[src/rtl/inst_fetch_queue_pkg.sv]
// Shared widths, instruction encodings and FSM states for the instruction fetch queue.
package inst_fetch_queue_pkg;

  localparam int unsigned PC_W   = 32;
  localparam int unsigned INST_W = 32;
  localparam logic [INST_W-1:0] NOP_INST = 32'h0000_0013;

  typedef enum logic [0:0] {
    IFQ_FETCH   = 1'b0,
    IFQ_DISCARD = 1'b1
  } ifq_state_t;

  function automatic logic [31:0] sat_inc(input logic [31:0] v);
    return (v == '1) ? v : v + 32'd1;
  endfunction

endpackage

[src/rtl/inst_fetch_queue_sync_fifo.sv]
// Synchronous FIFO with flush; head word is presented directly from storage.
module sync_fifo #(
  parameter int unsigned WIDTH = 32,
  parameter int unsigned DEPTH = 4
) (
  input  logic                       CLK,
  input  logic                       RST,
  input  logic                       push,
  input  logic [WIDTH-1:0]           push_data,
  input  logic                       pop,
  output logic [WIDTH-1:0]           pop_data,
  input  logic                       flush,
  output logic                       full,
  output logic                       empty,
  output logic [$clog2(DEPTH+1)-1:0] count
);

  localparam int unsigned AW = (DEPTH > 1) ? $clog2(DEPTH) : 1;
  localparam int unsigned CW = $clog2(DEPTH + 1);

  logic [WIDTH-1:0] mem [DEPTH];
  logic [AW-1:0]    rd_ptr;
  logic [AW-1:0]    wr_ptr;
  logic             do_push;
  logic             do_pop;

  function automatic logic [AW-1:0] ptr_next(input logic [AW-1:0] p);
    return (p == AW'(DEPTH - 1)) ? '0 : p + AW'(1);
  endfunction

  always_comb begin
    full     = (count == CW'(DEPTH));
    empty    = (count == '0);
    do_pop   = pop && !empty;
    do_push  = push && (!full || do_pop);
    pop_data = mem[rd_ptr];
  end

  always_ff @(posedge CLK) begin
    if (RST) begin
      rd_ptr <= '0;
      wr_ptr <= '0;
      count  <= '0;
      mem    <= '{default: '0};
    end else if (flush) begin
      rd_ptr <= '0;
      wr_ptr <= '0;
      count  <= '0;
    end else begin
      if (do_push) begin
        mem[wr_ptr] <= push_data;
        wr_ptr      <= ptr_next(wr_ptr);
      end
      if (do_pop) rd_ptr <= ptr_next(rd_ptr);
      if (do_push && !do_pop)      count <= count + CW'(1);
      else if (!do_push && do_pop) count <= count - CW'(1);
    end
  end

endmodule

[src/rtl/inst_fetch_queue.sv]
// Instruction fetch front end: PC generation, memory requests, prefetch queue, redirect flush.
// Define IFQ_PERF_CNT_EN to add saturating perf_fetched/perf_dropped/perf_stall counters.
module inst_fetch_queue
  import inst_fetch_queue_pkg::*;
#(
  parameter logic [31:0] RESET_PC        = 32'h0000_0000,
  parameter int unsigned DEPTH           = 4,
  parameter int unsigned MAX_OUTSTANDING = 2
) (
  input  logic              CLK,
  input  logic              RST,
  input  logic              redirect_valid,
  input  logic [PC_W-1:0]   redirect_pc,
  output logic              mem_req_valid,
  output logic [29:0]       mem_req_addr,
  input  logic              mem_req_ready,
  input  logic              mem_rsp_valid,
  input  logic [INST_W-1:0] mem_rsp_data,
  output logic              out_valid,
  output logic [INST_W-1:0] out_inst,
  output logic [PC_W-1:0]   out_pc,
  input  logic              out_ready
`ifdef IFQ_PERF_CNT_EN
  ,
  output logic [31:0]       perf_fetched,
  output logic [31:0]       perf_dropped,
  output logic [31:0]       perf_stall
`endif
);

  localparam int unsigned QCW = $clog2(DEPTH + 1);
  localparam int unsigned OCW = $clog2(MAX_OUTSTANDING + 1);

  ifq_state_t               state;
  logic [PC_W-1:0]          fetch_pc;
  logic [OCW-1:0]           drop_cnt;
  logic [OCW-1:0]           drop_new;
  logic [OCW-1:0]           pcf_count;
  logic [QCW-1:0]           q_count;
  logic [PC_W-1:0]          rsp_pc;
  logic [PC_W+INST_W-1:0]   q_head;
  logic                     q_empty, q_full, pcf_full, pcf_empty;
  logic                     req_fire, rsp_push, rsp_drop, q_pop;
  logic                     unused_fifo_flags;

  assign unused_fifo_flags = q_full | pcf_empty;

  always_comb begin
    mem_req_valid = !RST && (state == IFQ_FETCH) && !pcf_full
                    && ((32'(q_count) + 32'(pcf_count)) < DEPTH);
    mem_req_addr  = fetch_pc[31:2];
    req_fire      = mem_req_valid && mem_req_ready;
    // Everything still owed by memory after this edge is stale once a redirect lands.
    drop_new      = pcf_count + OCW'(req_fire) - OCW'(mem_rsp_valid);
    rsp_push      = mem_rsp_valid && (drop_cnt == '0) && !redirect_valid;
    rsp_drop      = mem_rsp_valid && (drop_cnt != '0);
    out_valid     = !q_empty;
    q_pop         = out_valid && out_ready && !redirect_valid;
    out_pc        = q_head[PC_W+INST_W-1:INST_W];
    out_inst      = q_head[INST_W-1:0];
  end

  always_ff @(posedge CLK) begin
    if (RST) begin
      state    <= IFQ_FETCH;
      fetch_pc <= RESET_PC;
      drop_cnt <= '0;
    end else if (redirect_valid) begin
      fetch_pc <= redirect_pc & ~32'd3;
      drop_cnt <= drop_new;
      state    <= (drop_new != '0) ? IFQ_DISCARD : IFQ_FETCH;
    end else begin
      if (req_fire) fetch_pc <= fetch_pc + 32'd4;
      if (rsp_drop) begin
        drop_cnt <= drop_cnt - OCW'(1);
        if (drop_cnt == OCW'(1)) state <= IFQ_FETCH;
      end
    end
  end

  sync_fifo #(.WIDTH(PC_W), .DEPTH(MAX_OUTSTANDING)) u_pc_fifo (
    .CLK       (CLK),
    .RST       (RST),
    .push      (req_fire),
    .push_data (fetch_pc),
    .pop       (mem_rsp_valid),
    .pop_data  (rsp_pc),
    .flush     (1'b0),
    .full      (pcf_full),
    .empty     (pcf_empty),
    .count     (pcf_count)
  );

  sync_fifo #(.WIDTH(PC_W + INST_W), .DEPTH(DEPTH)) u_queue (
    .CLK       (CLK),
    .RST       (RST),
    .push      (rsp_push),
    .push_data ({rsp_pc, mem_rsp_data}),
    .pop       (q_pop),
    .pop_data  (q_head),
    .flush     (redirect_valid),
    .full      (q_full),
    .empty     (q_empty),
    .count     (q_count)
  );

`ifdef IFQ_PERF_CNT_EN
  always_ff @(posedge CLK) begin
    if (RST) begin
      perf_fetched <= '0;
      perf_dropped <= '0;
      perf_stall   <= '0;
    end else begin
      if (rsp_push)                   perf_fetched <= sat_inc(perf_fetched);
      if (mem_rsp_valid && !rsp_push) perf_dropped <= sat_inc(perf_dropped);
      if (!out_valid)                 perf_stall   <= sat_inc(perf_stall);
    end
  end
`endif

endmodule

[config.mk]
export PLATFORM = sky130hd
export DESIGN_NAME = inst_fetch_queue
export DESIGN_NICKNAME = d
export VERILOG_FILES = /design/src/rtl/inst_fetch_queue_pkg.sv /design/src/rtl/inst_fetch_queue_sync_fifo.sv /design/src/rtl/inst_fetch_queue.sv
export SDC_FILE = /design/constraint.sdc
export NUM_CORES = 1
export LEC_CHECK = 0
export ABC_AREA = 1
export ABC_CLOCK_PERIOD_IN_PS = 3900
export CORE_UTILIZATION = 55
export DETAILED_ROUTE_END_ITERATION = 10
export GPL_ROUTABILITY_DRIVEN = 0
export PLACE_DENSITY = 0.76
export SYNTH_ARGS = -nofsm -noshare
export SYNTH_HDL_FRONTEND = slang
export SYNTH_SLANG_ARGS = --single-unit
[constraint.sdc]
create_clock -name CLK -period 3.9 [get_ports CLK]
set_input_delay 0.78 -clock CLK [delete_from_list [all_inputs] [get_ports CLK]]
set_output_delay 0.78 -clock CLK [all_outputs]
set_load 0.01 [all_outputs]
==> impl_metrics.tcl, run 1 <==
set metrics [dict create \
    final-instance-count-excl-fill 3611 \
    diodes 0 \
    setup_violations 0 \
    endpoint_kind "output port" \
    yosysUniqueCellTypes 35 \
    min_path_type "flop to flop" \
    globalRouteOverflowTotal 0 \
    synth.yosys.seq_area_share 0.367 \
    relSlewSlack 0.243 \
    syn_inst 3112 \
    synth_edf_count 0 \
    dpl_worst_slack_ps 511 \
    layout_commonest_cell "nand2_1" \
    die_w_um 189 \
    routedWlPerCell_um 14.5 \
    die_h_um 189 \
    rsz0062_at_grt "false" \
    critical-path-top-delay-family "buffers and inverters" \
    initial_core_util 0.557 \
    slew_viol_final 0 \
    crit_path_top_delay_cell "buf_4" \
    mostFrequentLayoutCells "nand2_1, inv_1, dfxtp_1" \
    synthFlopType "dfxtp_1" \
    grt_antenna_before_repair 0 \
    fin_tns_setup_ps 0 \
    arrival_ps 2790 \
    outcome "finished clean" \
    drcViolationCount 0 \
    syn_avg_cell_area_sq_um 6.17 \
    fp-row-count 68 \
    critPathLaunchType "flop" \
    path_class "flop to output port" \
    wl_met2_um 24300 \
    cp_max_fo 64 \
    htree_levels 2 \
    grt_pass1_vias 17442 \
    worst_slew_pin_slew_ps 1140 \
    clock_skew_ps 29.2 \
    ios 166 \
    cts_hold_buf 0 \
    cts_resized 0 \
    routed_wl_um 52500 \
    layout-drive-gt1-share 0.0482 \
    yosysWarnings 0 \
    cp_num_buf_inv 2 \
    grt_pass1_wl_um 86000 \
    cap_violations 0 \
    fillCellCount 3171 \
    min_period_over_period 0.915 \
    cts_sinks 352 \
    grt_usage 0.290 \
    firstDrtPassIters 6 \
    area_growth_pct 14.4 \
    path_common_cell "a21oi_1" \
    power_per_cell_area_nw_per_um2 438 \
    p_leak_nw 9.73 \
    setup_slack_ps 331 \
    crit_required_ps 3120 \
    clk_pin_slew_ps 60 \
    syn-cell-area_sq_um 19200 \
    multi_input_area_sq_um 8760 \
    wl_met1_um 23000 \
    cts_tree "built" \
    ff_latch_area_sq_um 7050 \
    dp_hpwl_um 29600 \
    ys_ff_latch 352 \
    cts-root-buf "clkbuf_16" \
    io_buffers 161 \
    fmax_mhz 280 \
    final_nets 3214 \
    crit_chain "buf_4, a21oi_1, a21oi_1, clkdlybuf4s50_1" \
    clock_path_buffers 3 \
    cts_buffers 39 \
    via_count 19003 \
    drtIter0Drc 1627 \
    viasPerCell 5.26 \
    dieArea_sq_um 35700 \
    grt_max_degree 193 \
    postCtsSetupRepairBufs 0 \
    placed_cells 3544 \
    ir_worst_vdd_mv 0.307 \
    critPathMaxStageDelay_ps 730 \
    ant_nets 0 \
    top_layer_used "met4" \
    core_area_sq_um 34500 \
    dr_wl_met3_um 3810 \
    clk_latency_ps 550 \
    fin_crit_ps 3570 \
    synthArstFlopShare 0 \
    hold_viol_final 0 \
]
[path summary, 6_finish.rpt]
check	startpoint	endpoint	slack, ps	cells past startpoint
worst max-delay path	u_queue.rd_ptr[0]	out_pc[23]	330	4
worst min-delay path	u_pc_fifo.mem[6]	u_pc_fifo.mem[6]	450	2
worst min register to register	u_pc_fifo.mem[6]	u_pc_fifo.mem[6]	450	2
worst max register to register	u_queue.count[0]	u_queue.count[2]	1300	14
[stage by stage]
stage / util / power, mW / cell area, sq um / hold WS (ps)
final: 0.637 / 9.61 / 22000 / 453
after global routing: 0.637 / 10.0 / 22000 / 468
after CTS: 0.637 / 9.62 / 22000 / 453
after detailed placement: 0.602 / 6.04 / 20700 / 444
after global placement: 0.602 / 6.00 / 20700 / 438
after floorplan: - / 5.34 / 19200 / 429
[routing by layer]
metal,vias up,GRT usage
li1,9654,-
met1,8542,0.385
met2,704,0.481
met3,103,0.0387
met4,0,0.105
met5,-,0
[cells by family (layout without fill, tap and decap cells)]
group / count (synthesis) / count (layout) / synth area share
and+or+nand+nor: 1457 / 1457 / 0.326
buffers and inverters: 842 / 885 / 0.177
AOI/OAI and AO/OA: 436 / 436 / 0.115
DFF: 352 / 352 / 0.367
adders and majority gates: 14 / 14 / 0.00952
xor gates and xnor gates: 10 / 10 / 0.00456
other: 1 / 2 / 0.000195
[report_power, final]
part	total, mW	internal (mW)	switching (mW)
registers	3.92	3.79	0.136
logic	2.08	0.738	1.34
clock network	3.60	2.11	1.49
[worst register-to-register path, stage by stage, from the launching register on]
cell and delay (ps):
dfxtp_1 390, inv_1 110, nand3_2 100, nand3_2 120
nand4_1 400, nand2_1 160, inv_1 170, ha_1 170
inv_1 70, fa_1 380, nor2_1 110, nor2_1 50
nand2_1 70, o21ai_0 80, a21oi_1 160
[state kept, by name, summed over array words and instances (netlist names)]
register	cells
u_pc_fifo.count	2
u_queue.count	3
state	1
u_queue.wr_ptr	2
u_queue.mem	248
u_pc_fifo.wr_ptr	1
u_pc_fifo.mem	60
u_pc_fifo.rd_ptr	1
u_queue.rd_ptr	2
drop_cnt	2
fetch_pc	30
[layout make-up]
| class | instances | area share |
|---|---|---|
| well taps | 455 | 0.0259 |
| repair buffers | 196 | 0.0914 |
| inverters | 622 | 0.107 |
| clock inverters | 10 | 0.00519 |
| flip-flops and latches | 352 | 0.321 |
| clock buffers | 57 | 0.0507 |
| multi-input cells | 1919 | 0.399 |
[cells in the mapped netlist, drive strengths merged, types with 2 or more instances]
cell type / number / area share
o21ai: 141 / 0.037
nand3b: 3 / 0.0012
nand2: 804 / 0.16
xnor2: 3 / 0.0014
inv: 621 / 0.12
xor2: 7 / 0.0032
o21a: 2 / 0.00078
nand3: 76 / 0.021
a21oi: 285 / 0.074
nor2: 323 / 0.064
clkbuf: 114 / 0.022
o21bai: 3 / 0.0012
nand4: 251 / 0.082
dfxtp: 352 / 0.37
buf: 106 / 0.033
ha: 13 / 0.0085
No activity file was read; power rests on OpenSTA's default activity.
==> run 2: changes to the inputs <==
- HOLD_SLACK_MARGIN: not set -> 0.15
==> results of run 2 <==
No change in the layout: final DEF, timing and power equal those of run 1.
